`src/rtl/modbus_frame_sender_pkg.sv`:
```
// Shared constants, state encoding and inter-frame gap formula for the Modbus RTU sender.
// MODBUS_AUTO_CRC_EN adds the CRC_LO/CRC_HI states that append the CRC16 bytes.
package modbus_frame_sender_pkg;

  localparam logic [15:0] CRC_INIT = 16'hFFFF;
  localparam logic [15:0] CRC_POLY = 16'hA001;

`ifdef MODBUS_AUTO_CRC_EN
  typedef enum logic [2:0] {
    IDLE   = 3'd0,
    SEND   = 3'd1,
    WAIT   = 3'd2,
    CRC_LO = 3'd3,
    CRC_HI = 3'd4,
    GAP    = 3'd5
  } state_t;
`else
  typedef enum logic [2:0] {
    IDLE = 3'd0,
    SEND = 3'd1,
    WAIT = 3'd2,
    GAP  = 3'd5
  } state_t;
`endif

  // 3.5 characters of 11 bits = 38.5 bit times; 64-bit math keeps CLK_FREQ*385 in range.
  function automatic int gap_cycles(input int clk_freq, input int baud_rate);
    longint num;
    longint den;
    num = longint'(clk_freq) * 385;
    den = longint'(baud_rate) * 10;
    return int'(num / den);
  endfunction

endpackage

```
`src/rtl/modbus_frame_sender_crc.sv`:
```
// Modbus CRC16 single-byte update (reflected poly A001, LSB first), purely combinational.
// Shared with the receive path.
module modbus_crc_byte
  import modbus_frame_sender_pkg::*;
(
  input  logic [15:0] crc_in,
  input  logic [7:0]  data,
  output logic [15:0] crc_out
);

  logic [15:0] c;

  always_comb begin
    c = crc_in ^ {8'h00, data};
    for (int i = 0; i < 8; i++) begin
      c = c[0] ? ((c >> 1) ^ CRC_POLY) : (c >> 1);
    end
    crc_out = c;
  end

endmodule

```
`src/rtl/modbus_frame_sender.sv`:
```
// Modbus RTU frame transmitter: buffered payload, uart_byte_tx start/done handshake, 3.5-char gap.
// Define MODBUS_AUTO_CRC_EN to append the CRC16 low/high bytes after the payload.
module modbus_frame_sender
  import modbus_frame_sender_pkg::*;
#(
  parameter int CLK_FREQ  = 50000000,
  parameter int BAUD_RATE = 115200,
  parameter int MAX_LEN   = 16,
  parameter int AW        = 4,
  parameter int LW        = 5
) (
  input  logic          sys_clk,
  input  logic          reset_n,
  input  logic          buf_wr_en,
  input  logic [AW-1:0] buf_wr_addr,
  input  logic [7:0]    buf_wr_data,
  input  logic [LW-1:0] frame_len,
  input  logic          frame_start,
  output logic          busy,
  output logic          frame_done,
  output logic          err_len,
  output logic          tx_start,
  output logic [7:0]    tx_data,
  input  logic          tx_done,
  output logic [15:0]   crc_out
);

  localparam int GAP_CYCLES = gap_cycles(CLK_FREQ, BAUD_RATE);
  localparam int GW         = $clog2(GAP_CYCLES + 1);

`ifdef MODBUS_AUTO_CRC_EN
  localparam state_t AFTER_PAYLOAD = CRC_LO;
`else
  localparam state_t AFTER_PAYLOAD = GAP;
`endif

  // Handshake: tx_start is a one-cycle pulse with tx_data valid; tx_data holds until the
  // matching one-cycle tx_done, which is only honoured while a byte is outstanding.
  state_t        state, state_next;
  logic [7:0]    mem [MAX_LEN];
  logic [AW-1:0] idx;
  logic [LW-1:0] len;
  logic [GW-1:0] gap_cnt;
  logic [7:0]    cur_byte;
  logic [15:0]   crc_next;
  logic          len_ok, last_byte, gap_end;
`ifdef MODBUS_AUTO_CRC_EN
  logic          crc_sent;
`endif

  assign cur_byte  = mem[idx];
  assign len_ok    = (frame_len != '0) && (32'(frame_len) <= MAX_LEN);
  assign last_byte = (32'(idx) + 32'd1) >= 32'(len);
  assign gap_end   = (32'(gap_cnt) == GAP_CYCLES - 1);

  modbus_crc_byte u_crc (
    .crc_in  (crc_out),
    .data    (cur_byte),
    .crc_out (crc_next)
  );

  always_ff @(posedge sys_clk) begin
    if (buf_wr_en && !busy && (32'(buf_wr_addr) < MAX_LEN)) begin
      mem[buf_wr_addr] <= buf_wr_data;
    end
  end

  always_ff @(posedge sys_clk or negedge reset_n) begin
    if (!reset_n) state <= IDLE;
    else          state <= state_next;
  end

  always_comb begin
    state_next = state;
    case (state)
      IDLE: if (frame_start && len_ok) state_next = SEND;
      SEND: state_next = WAIT;
      WAIT: if (tx_done) state_next = last_byte ? AFTER_PAYLOAD : SEND;
`ifdef MODBUS_AUTO_CRC_EN
      CRC_LO: if (crc_sent && tx_done) state_next = CRC_HI;
      CRC_HI: if (crc_sent && tx_done) state_next = GAP;
`endif
      GAP:  if (gap_end) state_next = IDLE;
      default: state_next = IDLE;
    endcase
  end

  always_ff @(posedge sys_clk or negedge reset_n) begin
    if (!reset_n) begin
      busy       <= 1'b0;
      frame_done <= 1'b0;
      err_len    <= 1'b0;
      tx_start   <= 1'b0;
      tx_data    <= 8'h00;
      crc_out    <= CRC_INIT;
      idx        <= '0;
      len        <= '0;
      gap_cnt    <= '0;
`ifdef MODBUS_AUTO_CRC_EN
      crc_sent   <= 1'b0;
`endif
    end else begin
      frame_done <= 1'b0;
      err_len    <= 1'b0;
      tx_start   <= 1'b0;
      case (state)
        IDLE: if (frame_start) begin
          if (len_ok) begin
            len     <= frame_len;
            idx     <= '0;
            crc_out <= CRC_INIT;
            busy    <= 1'b1;
          end else begin
            err_len <= 1'b1;
          end
        end
        SEND: begin
          tx_start <= 1'b1;
          tx_data  <= cur_byte;
          crc_out  <= crc_next;
        end
        WAIT: if (tx_done) begin
          if (!last_byte) idx <= idx + 1'b1;
          gap_cnt <= '0;
`ifdef MODBUS_AUTO_CRC_EN
          crc_sent <= 1'b0;
`endif
        end
`ifdef MODBUS_AUTO_CRC_EN
        CRC_LO, CRC_HI: begin
          if (!crc_sent) begin
            tx_start <= 1'b1;
            tx_data  <= (state == CRC_LO) ? crc_out[7:0] : crc_out[15:8];
            crc_sent <= 1'b1;
          end else if (tx_done) begin
            crc_sent <= 1'b0;
          end
        end
`endif
        GAP: begin
          // frame_done lands on the last gap cycle, while busy is still high.
          frame_done <= (32'(gap_cnt) == GAP_CYCLES - 2);
          if (gap_end) begin
            busy    <= 1'b0;
            gap_cnt <= '0;
          end else begin
            gap_cnt <= gap_cnt + 1'b1;
          end
        end
        default: ;
      endcase
    end
  end

endmodule

```
`config.mk`:
```
export PLATFORM = sky130hd
export DESIGN_NAME = modbus_frame_sender
export DESIGN_NICKNAME = d
export VERILOG_FILES = /design/src/rtl/modbus_frame_sender_pkg.sv /design/src/rtl/modbus_frame_sender_crc.sv /design/src/rtl/modbus_frame_sender.sv
export SDC_FILE = /design/constraint.sdc
export NUM_CORES = 1
export LEC_CHECK = 0
export ABC_AREA = 1
export CAP_MARGIN = 40
export CORE_MARGIN = 2
export CORE_UTILIZATION = 45
export CTS_BUF_LIST = sky130_fd_sc_hd__clkbuf_8 sky130_fd_sc_hd__clkbuf_16
export CTS_CLUSTER_DIAMETER = 50
export CTS_CLUSTER_SIZE = 28
export DETAILED_ROUTE_END_ITERATION = 8
export GPL_TIMING_DRIVEN = 0
export HOLD_SLACK_MARGIN = 0.1
export PLACE_DENSITY_LB_ADDON = 0.12
export SYNTH_ARGS = -nofsm -noshare
export SYNTH_HDL_FRONTEND = slang
export SYNTH_SLANG_ARGS = --single-unit
```
`constraint.sdc`:
```
create_clock -name sys_clk -period 2.27 [get_ports sys_clk]
set_input_delay 0.3405 -clock sys_clk [delete_from_list [all_inputs] [get_ports sys_clk]]
set_output_delay 0.3405 -clock sys_clk [all_outputs]
set_load 0.02 [all_outputs]
```
=== Word level (Yosys, flattened, before mapping) ===
Memories as Yosys holds them, arrays and structs flattened.
Cells that the tools add are included.

* Register bits after elaboration: 55
* Bits in writable memories: 128
* Input bits: 22
* Output and inout port bits: 28
* Logic and storage cells: 87
* Memories kept: 1

* $add $sub $neg: 3
* Magnitude comparators: 2
* Equal/unequal tests: 11
* Muxes and demuxes: 35
* Bitwise operators: 9
* Reduce and logical (&&, ||, !) cells: 16

{| class="wikitable"
|+ Memory list
! name !! depth !! bits a word !! read ports !! clocked after Yosys merged registers in !! write ports !! line !! source
|-
| mem || 16 || 8 || 1 || 0 || 1 || modbus_frame_sender.sv:40 || <nowiki>logic [7:0] mem [MAX_LEN];</nowiki>
|}

{| class="wikitable"
|+ Operators by type and width
! operator !! count
|-
| 2-to-1 mux 16 bit || 10
|-
| case mux 16 bit (2 select lines) || 1
|-
| == test 15 bit (second input constant) || 2
|-
| 2-to-1 mux 15 bit || 2
|-
| case mux 15 bit (2 select lines) || 1
|-
| inverter 2 -> 3 bit || 8
|-
| 2-to-1 mux 4 bit || 4
|-
| bitwise XOR 16 x 8 -> 16 bit || 1
|-
| adder 15 x 1 -> 15 bit (second input constant) || 1
|-
| 2-to-1 mux 3 bit || 4
|-
| inequality test 2 bit (second input constant) || 6
|-
| case mux 3 bit (4 select lines) || 1
|-
| 2-to-1 mux 1 bit || 10
|-
| AND reduction 3 bit || 3
|-
| case mux 4 bit (2 select lines) || 1
|-
| nonzero test 2 bit || 4
|-
| adder 4 x 1 -> 5 bit (second input constant) || 1
|-
| greater-or-equal comparator 5 bit || 1
|-
| <= comparator 5 bit (second input constant) || 1
|-
| AND reduction 5 bit || 1
|-
| nonzero test 5 bit || 1
|-
| adder 4 x 1 -> 4 bit (second input constant) || 1
|-
| AND reduction 4 bit || 1
|-
| == test 3 x 1 -> 1 bit (second input constant) || 1
|-
| other kinds (7) || 9
|}

=== Logic depth before layout (Yosys ltp) ===
Gate-level depths: netlist (run 1).
An unclocked memory read counts as a cell.

* Word-level depth: 19
* Gate-level depth with buffers: 23
* Gate-level depth less buffers: 21

=== Cells and area by module ===
A second synthesis (run 1) with hierarchy kept.

* Cell total of the unflattened synthesis: 889
* Area total of the unflattened synthesis: 8575.7 um^2

{| class="wikitable"
|+ By module, submodules not included
! module !! times used !! cells each !! area each (um^2) !! seq. area each (um^2)
|-
| modbus_frame_sender || 1 || 811 || 8091.5 || 5240.0
|-
| modbus_crc_byte || 1 || 78 || 484.2 || 0.0
|}

=== Least setup slack after synthesis (run 1) ===
Ideal clock, no wire load.

* Path type: reg2reg
* From: register idx[0]
* To: register idx[3]
* Setup time: 0.084 ns
* Arrival time: 2.142 ns
* Data required time: 2.186 ns
* Path slack: 0.044 ns
* Stages on the path, launching flop included: 16
* Buffers on the path: 3
* Clock period less this slack: 2.226 ns
* Cells stage by stage: dfrtp_1 -> inv_2 -> buf_6 -> buf_4 -> buf_2 -> nor2_1 -> xor2_1 -> inv_1 -> ha_1 -> a21oi_1 -> nor2_1 -> o21ai_0 -> nand2_1 -> inv_1 -> nand3_1 -> o21ai_0

* Longest elaborated chain between the ends: 4
* Elaborated cells on any way between the ends: 8
* Classes of those cells: add/sub (2); order compare (1); eq/ne (1); mux (3); reduce/logical (1)

{| class="wikitable"
|+ Ends and longest elaborated chain
! what !! line !! source
|-
| start: declaration || modbus_frame_sender.sv:41 || <nowiki>logic [AW-1:0] idx;</nowiki>
|-
| start signal: assignment || modbus_frame_sender.sv:123 || <nowiki>if (!last_byte) idx <= idx + 1'b1;</nowiki>
|-
| adder 4 x 1 -> 5 bit or adder 4 x 1 -> 4 bit (tied branches) || modbus_frame_sender.sv:53, modbus_frame_sender.sv:123 ||
|-
| greater-or-equal comparator 5 bit or 2-to-1 mux 4 bit (tied branches) || modbus_frame_sender.sv:53, modbus_frame_sender.sv:123 ||
|-
| inequality test 2 bit (no line) or 2-to-1 mux 4 bit (tied branches) || n/a ||
|-
| AND reduction 5 bit (no line) or case mux 4 bit (2 select lines) (tied branches) || n/a ||
|}

Parallel ways exist; a longest one is shown, timed or not. The select of a mux whose other input is x is not followed.
A chain may end at the register's enable or synchronous reset.

=== Worst setup path after layout (run 1) ===
* From: register idx[0]
* To: register crc_out[0]

* Longest elaborated chain between the ends: 12
* Elaborated cells on any way between the ends: 18
* Classes of those cells: mux (9); bitwise (8); memory (1)

{| class="wikitable"
|+ Ends and longest elaborated chain
! what !! line !! source
|-
| memory (16 x 8 bit) * || n/a ||
|-
| bitwise XOR 16 x 8 -> 16 bit * || modbus_frame_sender_crc.sv:14 || <nowiki>c = crc_in ^ {8'h00, data};</nowiki>
|-
| 2-to-1 mux 16 bit * (6 in a row) || modbus_frame_sender_crc.sv:16 || <nowiki>c = c[0] ? ((c >> 1) ^ CRC_POLY) : (c >> 1);</nowiki>
|-
| inverter 2 -> 3 bit (no line) or 2-to-1 mux 16 bit (tied branches) || n/a ||
|-
| 2-to-1 mux 16 bit * (2 in a row) || modbus_frame_sender_crc.sv:16 ||
|-
| case mux 16 bit (2 select lines) * || modbus_frame_sender.sv:106 || <nowiki>case (state)</nowiki>
|-
| end signal: assignment || modbus_frame_sender.sv:120 || <nowiki>crc_out <= crc_next;</nowiki>
|-
| end: declaration || modbus_frame_sender.sv:25 || <nowiki>output logic [15:0] crc_out</nowiki>
|}

Every way passes the cells marked *; elsewhere a longest branch is shown, timed or not.

==> flow_summary.toml, run 1 <==
[global_routing]
grtUsageTotal = 0.209
antenna_found_initial = 0
globalRouteOverflowTotal = 0
grt_pass1_vias = 5601
grt_pass1_wl_um = 30900
grt_max_degree = 37

[drt]
via_per_inst = 5.11
wl_um = 20700
ant_nets = 0
wl_per_cell_um = 17.0
num_vias = 6238
first_iter_violations = 500
drc_errors = 0
firstDrtPassIters = 5

[yosys]
yosysUniqueCellTypes = 36
synth_enable_flop_cells = 128
synthArstFlopShare = 0.301
syn_nets = 891
ys_seq_area_frac = 0.626
synthesis.area_sq_um = 8370
synthTopCellsByCount = "nand2_1 (248), edfxtp_1 (128), nor2_1 (93)"
ys_seq_elements = 183
synthTopCellsByArea = "edfxtp_1 (46%), dfrtp_1 (12%), nand2_1 (11%)"
syn_area_per_cell_sq_um = 9.73
yosys_warnings = 0
synth_most_common_cell = "nand2_1"
yosys.area.top_type = "edfxtp_1"
synthCells = 860
yosysTopAreaCellShare = 0.459
synth_ff_type = "edfxtp_1"

[placed_design]
dpl-instance-area_sq_um = 9220
numPortBuffers = 49
place_hpwl_um = 13500
dp_slack_ns = -0.471
gp_congestion = 0.844

[status]
violations = "negative setup slack"
status = "finished with violations"

[worst_setup_path]
crit_slowest_cell = "dfrtp_2"
path_max_fanout = 7
crit_top_cell = "nand2_2"
path_buf_inv = 6
worstPathRequired_ns = 2.64
critPathTopFamily = "simple AND/OR/NAND/NOR gates"
endpoint_kind = "register"
worstPathCellList = "inv_2 > buf_12 > buf_8 > buf_6 > nand2_2 > nand2_1 > nand2_1 > nand3_2 > nand2_4 > nand2_4 > nand2_2 > nand2_2 > nand2_2 > nand2_2 > nand2_2 > inv_2 > nor2_4 > nand2_4 > nand2_4 > nand2_2 > nand3_2 > nand3_2 > nand2_1 > inv_1"
critPathKind = "register to register"
arrival_ns = 2.72
slowest_delay_ns = 0.44
startpoint_type = "register"

[clocking]
cts_tree = "done"
cts.sinks = 183
clockBufferDepth = 2
clk_latency_ns = 0.43
cts_root_buffer = "clkbuf_16"
htree_levels = 4
clk_pin_slew_ns = 0.07
cts_buffers = 17

[timing]
finalWorstSetupSlack_ns = -0.0836
fin_crit_sh = 1.04
period_minus_slack_ns = 2.35
timing.fmax_ghz = 0.425
tightest_slew_ns = 0.898
hold_viol = 0
rsz0062_at_grt = "yes"
setup_violations = 8
finalMaxSlewViolations = 0
relSlewSlack = 0.399
fin_worst_skew_ns = 0.0101

[layout]
final_util = 0.602
final_layout_size_suffix_gt1_frac = 0.256
post-route-cell-area_sq_um = 10900
antennaDiodeCount = 0
syn2layout_area_growth_pct = 30.1
nets = 1010

[power_and_ir_drop]
power.share.sequential = 0.333
p_leak_nw = 4.53
p_sw_frac = 0.383
switching_power_w = 0.00496
p_int_w = 0.00801
finalPower_w = 0.0130
combPwrFrac = 0.432
ir_drop_mv = 0.624
power_density_nw_per_um2 = 1190
clkPwrFrac = 0.236

[die]
die_area_sq_um = 19700
rows = 49
ios = 50
die_w_um = 140
start_util = 0.463
core_area_sq_um = 18100
dieHeight_um = 140

[min_path]
hold_class = "primary input to asynchronous set/reset pin"

[flow_run]
maxCapViolCount = 0
-- flip-flops by register name, summed over array words and instances (netlist names) --
register	count
mem	128
crc_out	16
gap_cnt	15
tx_data	8
len	5
idx	4
state	3
busy	1
err_len	1
frame_done	1
tx_start	1
-- timing repair --
action	4_1_cts	5_1_grt
buffers inserted	13	24
endpoints found under the hold margin	6	0
hold buffers	1	0
resized for setup	88	102
pin swaps	24	51
endpoints found under the setup margin	15	19
cloned	2	2
-- through the flow --
stage	instances	setup TNS, ns	hold WS (ns)
after floorplan	860	0	0.0449
after global placement	1138	-78.09	0.465
after detailed placement	1147	-25.92	0.326
after CTS	1195	-0.210	0.405
after global routing	1221	-1.56	0.429
final	1221	-0.353	0.392
-- cell usage in the layout, fill, tap and decap left out, types with 3 or more instances in the layout --
cell type and n:
a21oi_2 7, nand2_2 40, inv_2 6, o21ai_0 28
ha_1 8, dfstp_2 16, dfrtp_1 36, nand2_1 212
nor2_4 4, o211ai_1 3, xor2_1 8, o21ai_2 3
nor2_1 78, edfxtp_1 128, buf_4 40, inv_6 5
nand3_2 26, buf_6 8, inv_8 5, dfrtp_2 3
o22ai_1 9, nand2_4 18, clkdlybuf4s50_1 48, a21oi_1 18
buf_2 3, buf_8 5, clkbuf_16 19, inv_1 79
nand3_1 42, clkbuf_1 3, nor2_2 13, o21ai_1 16
nor4_1 4, buf_12 10, nand4_1 6
-- final cells by class --
type                    instances  area, sq um
multi-input cells             563         3080
flip-flops and latches        183         5240
well taps                     229          287
inverters                      88          344
clock buffers                  17          425
clock inverters                15          184
plain buffers                  26          319
fillers                      1487         7210
repair buffers                100         1000
-- worst reg2reg max path, cell delays in order (launching register included) --
cell     delay (ns)
dfrtp_2        0.44
inv_2          0.07
buf_12         0.15
buf_8          0.13
buf_6          0.11
nand2_2        0.04
nand2_1        0.04
nand2_1        0.06
nand3_2        0.09
nand2_4        0.12
nand2_4        0.07
nand2_2        0.06
nand2_2        0.07
nand2_2        0.06
nand2_2        0.07
nand2_2        0.10
inv_2          0.05
nor2_4         0.11
nand2_4        0.08
nand2_4        0.09
nand2_2        0.06
nand3_2        0.06
nand3_2        0.07
nand2_1        0.06
inv_1          0.03
-- metal layers --
| layer | wire (um) | vias up | part of all wire | GRT usage |
|---|---|---|---|---|
| met5 | 0 | - | 0 | 0 |
| met4 | 244 | 0 | 0.012 | 0.0473 |
| met3 | 1110 | 19 | 0.054 | 0.0403 |
| met2 | 9940 | 176 | 0.48 | 0.340 |
| met1 | 9450 | 2951 | 0.46 | 0.294 |
| li1 | - | 3092 | - | - |
-- cell families (layout without fill, tap and decap cells) --
group / count (synthesis) / in the layout / share of synthesized area
AOI/OAI and AO/OA: 91 / 91 / 0.0588
xor gates and xnor gates: 11 / 11 / 0.0115
adders and majority gates: 9 / 9 / 0.0135
buffers and inverters: 114 / 246 / 0.0594
DFF: 183 / 183 / 0.626
muxes: 1 / 1 / 0.00135
and+or+nand+nor: 451 / 451 / 0.229
-- final timing paths --
path / start / endpoint / slack [ns] / cells past startpoint
setup / recovery: idx[0]$_DFFE_PN0P_ / crc_out[0]$_DFFE_PN1P_ / -0.08 / 24
hold / removal: reset_n / idx[0]$_DFFE_PN0P_ / 0.39 / 2
setup reg to reg: idx[0]$_DFFE_PN0P_ / crc_out[0]$_DFFE_PN1P_ / -0.08 / 24
hold reg to reg: tx_data[1]$_DFFE_PN0P_ / tx_data[1]$_DFFE_PN0P_ / 0.48 / 2
max in group asynchronous: reset_n / crc_out[3]$_DFFE_PN1P_ / 1.27 / 3
min in group sys_clk: tx_data[1]$_DFFE_PN0P_ / tx_data[1]$_DFFE_PN0P_ / 0.48 / 2
-- power groups by stage --
stage / Combinational, W / Sequential [W] / Clock (W)
floorplan: 0.00245 / 0.00455 / 0
global placement: 0.00390 / 0.00435 / 0
detailed placement: 0.00395 / 0.00435 / 0
CTS: 0.00462 / 0.00429 / 0.00309
global route: 0.00611 / 0.00436 / 0.00321
finish: 0.00560 / 0.00431 / 0.00306
Note: power is estimated with default switching activity, not from simulation.
==> run 2: changes to the inputs <==
- CAP_MARGIN: 40 -> not set
- clock period: 2.27 -> 2.9 ns (I/O delays scaled with it)
==> run 2 against run 1 <==
  * The run now ends clean
  * Utilization is 6.3 points lower
  * Worst setup slack gained 0.32 ns
  * Count of clock-buffer cells in the layout unchanged
  * Sequential power decreased by 22%
  * Global-route usage is 0.81 points lower
  * Critical path depth decreased by 7
  * Clock power shrank 27%
  * Register-to-register slack improved by 0.32 ns
  * Sequential cell count did not move
  * Via count down 5.3%
  * Final cell count is 4.1% lower
  * Largest cell class unchanged
==> flow_summary.toml, run 2 (synthesis gave the netlist of run 1 again) <==
[die]
core_area_sq_um = 18100
ios = 50
rows = 49
start_util = 0.463
dieHeight_um = 140
die_area_sq_um = 19700
die_w_um = 140

[drt]
num_vias = 5907
firstDrtPassIters = 5
first_iter_violations = 463
drc_errors = 0
via_per_inst = 5.04
wl_per_cell_um = 16.4
wl_um = 19300
ant_nets = 0

[timing]
timing.fmax_ghz = 0.376
finalMaxSlewViolations = 0
period_minus_slack_ns = 2.66
holdWs_ns = 0.480
setup_violations = 0
fin_worst_skew_ns = 0.00761
hold_viol = 0
relSlewSlack = 0.370
rsz0062_at_grt = "no"
tightest_slew_ns = 0.941
finalWorstSetupSlack_ns = 0.239
fin_crit_sh = 0.918

[worst_setup_path]
crit_top_cell = "nand2_1"
startpoint_type = "register"
arrival_ns = 3.04
endpoint_kind = "register"
critPathTopFamily = "simple AND/OR/NAND/NOR gates"
path_buf_inv = 4
worstPathRequired_ns = 3.27
critPathKind = "register to register"
slowest_delay_ns = 0.46
path_max_fanout = 10
worstPathCellList = "buf_4 > buf_6 > buf_6 > o21ai_0 > o211ai_1 > nand2_1 > nand2_1 > nand2_1 > nand2_1 > nand3_1 > nand2_1 > nand2_1 > nand3_1 > nand3_2 > nand3_2 > nand2_1 > inv_1"
crit_slowest_cell = "dfrtp_2"

[layout]
final_common_cell = "nand2_1"
largest_reg_flops = 128
post-route-cell-area_sq_um = 9730
final_layout_size_suffix_gt1_frac = 0.116
antennaDiodeCount = 0
syn2layout_area_growth_pct = 16.4
regMostFlops = "mem"
instances_no_fill = 1171
nets = 961
layout_common_cells = "nand2_1 (248), edfxtp_1 (128), nor2_1 (93), inv_1 (81), nand3_1 (63)"
reg_top3 = "mem (128), crc_out (16), gap_cnt (15)"

[clocking]
clk_pin_slew_ns = 0.07
cts.sinks = 183
clockBufferDepth = 2
cts_root_buffer = "clkbuf_16"
clk_latency_ns = 0.43
cts_buffers = 17
cts_tree = "done"
htree_levels = 4

[power_and_ir_drop]
combPwrFrac = 0.357
p_leak_nw = 3.99
ir_drop_mv = 0.441
finalPower_w = 0.00868
power.share.sequential = 0.386
clkPwrFrac = 0.257
switching_power_w = 0.00329
p_int_w = 0.00539
p_sw_frac = 0.379
power_density_nw_per_um2 = 892

[global_routing]
grt_max_degree = 37
globalRouteOverflowTotal = 0
grt_pass1_wl_um = 29600
grt_pass1_vias = 5325
grtUsageTotal = 0.201
antenna_found_initial = 0

[placed_design]
gp_congestion = 0.844
place_hpwl_um = 13300
dp_cells = 1139
dpl-instance-area_sq_um = 9160
numPortBuffers = 49
dp_slack_ns = 0.111

[flow_run]
maxCapViolCount = 0

[status]
status = "finished, final reports clean"

[min_path]
hold_class = "primary input to asynchronous set/reset pin"
## run 2: cell type report
type                       instances  area [sq um]
fill                            1616          8350
sequential                       183          5240
multi-input combinational        563          2630
timing repair buffer              51           515
clock buffer                      17           425
inverter                          88           330
tap                              229           287
buffer                            26           171
clock inverter                    14           135
## run 2: path summary, 6_finish.rpt
| path | startpoint | end | slack [ns] | depth (start not counted) |
|---|---|---|---|---|
| max | idx[0]$_DFFE_PN0P_ | crc_out[0]$_DFFE_PN1P_ | 0.24 | 17 |
| min | reset_n | tx_data[5]$_DFFE_PN0P_ | 0.48 | 2 |
| max reg2reg | idx[0]$_DFFE_PN0P_ | crc_out[0]$_DFFE_PN1P_ | 0.24 | 17 |
| min reg2reg | tx_data[1]$_DFFE_PN0P_ | tx_data[1]$_DFFE_PN0P_ | 0.48 | 2 |
| max in group asynchronous | reset_n | crc_out[3]$_DFFE_PN1P_ | 1.81 | 3 |
| min in group sys_clk | tx_data[1]$_DFFE_PN0P_ | tx_data[1]$_DFFE_PN0P_ | 0.48 | 2 |
## run 2: metal layers
metal,vias to the layer above,GRT usage,wire [um]
met5,-,0,0
li1,2986,-,-
met3,20,0.0359,961
met2,155,0.319,8950
met4,0,0.0601,289
met1,2746,0.285,9060
## run 2: timing repair
| item | in CTS | in global routing |
|---|---|---|
| endpoints found under the setup margin | 0 | 7 |
| hold buffers | 1 | 0 |
| buffers inserted | 0 | 0 |
| hold endpoints to repair | 6 | 0 |
| resized for setup | 0 | 7 |
## run 2: power by group through the flow
stage	clock network [W]	logic [W]	registers [W]
2_1_floorplan	0	0.00192	0.00356
3_3_place_gp	0	0.00306	0.00341
3_5_place_dp	0	0.00309	0.00341
4_1_cts	0.00226	0.00310	0.00336
5_1_grt	0.00234	0.00347	0.00339
6_report	0.00223	0.00310	0.00335
## run 2: through the flow
stage | TNS, ns | util
after global placement | -13.10 | 0.506
after detailed placement | 0 | 0.506
after CTS | 0 | 0.538
after global routing | 0 | 0.538
final | 0 | 0.538
after floorplan | 0 | -
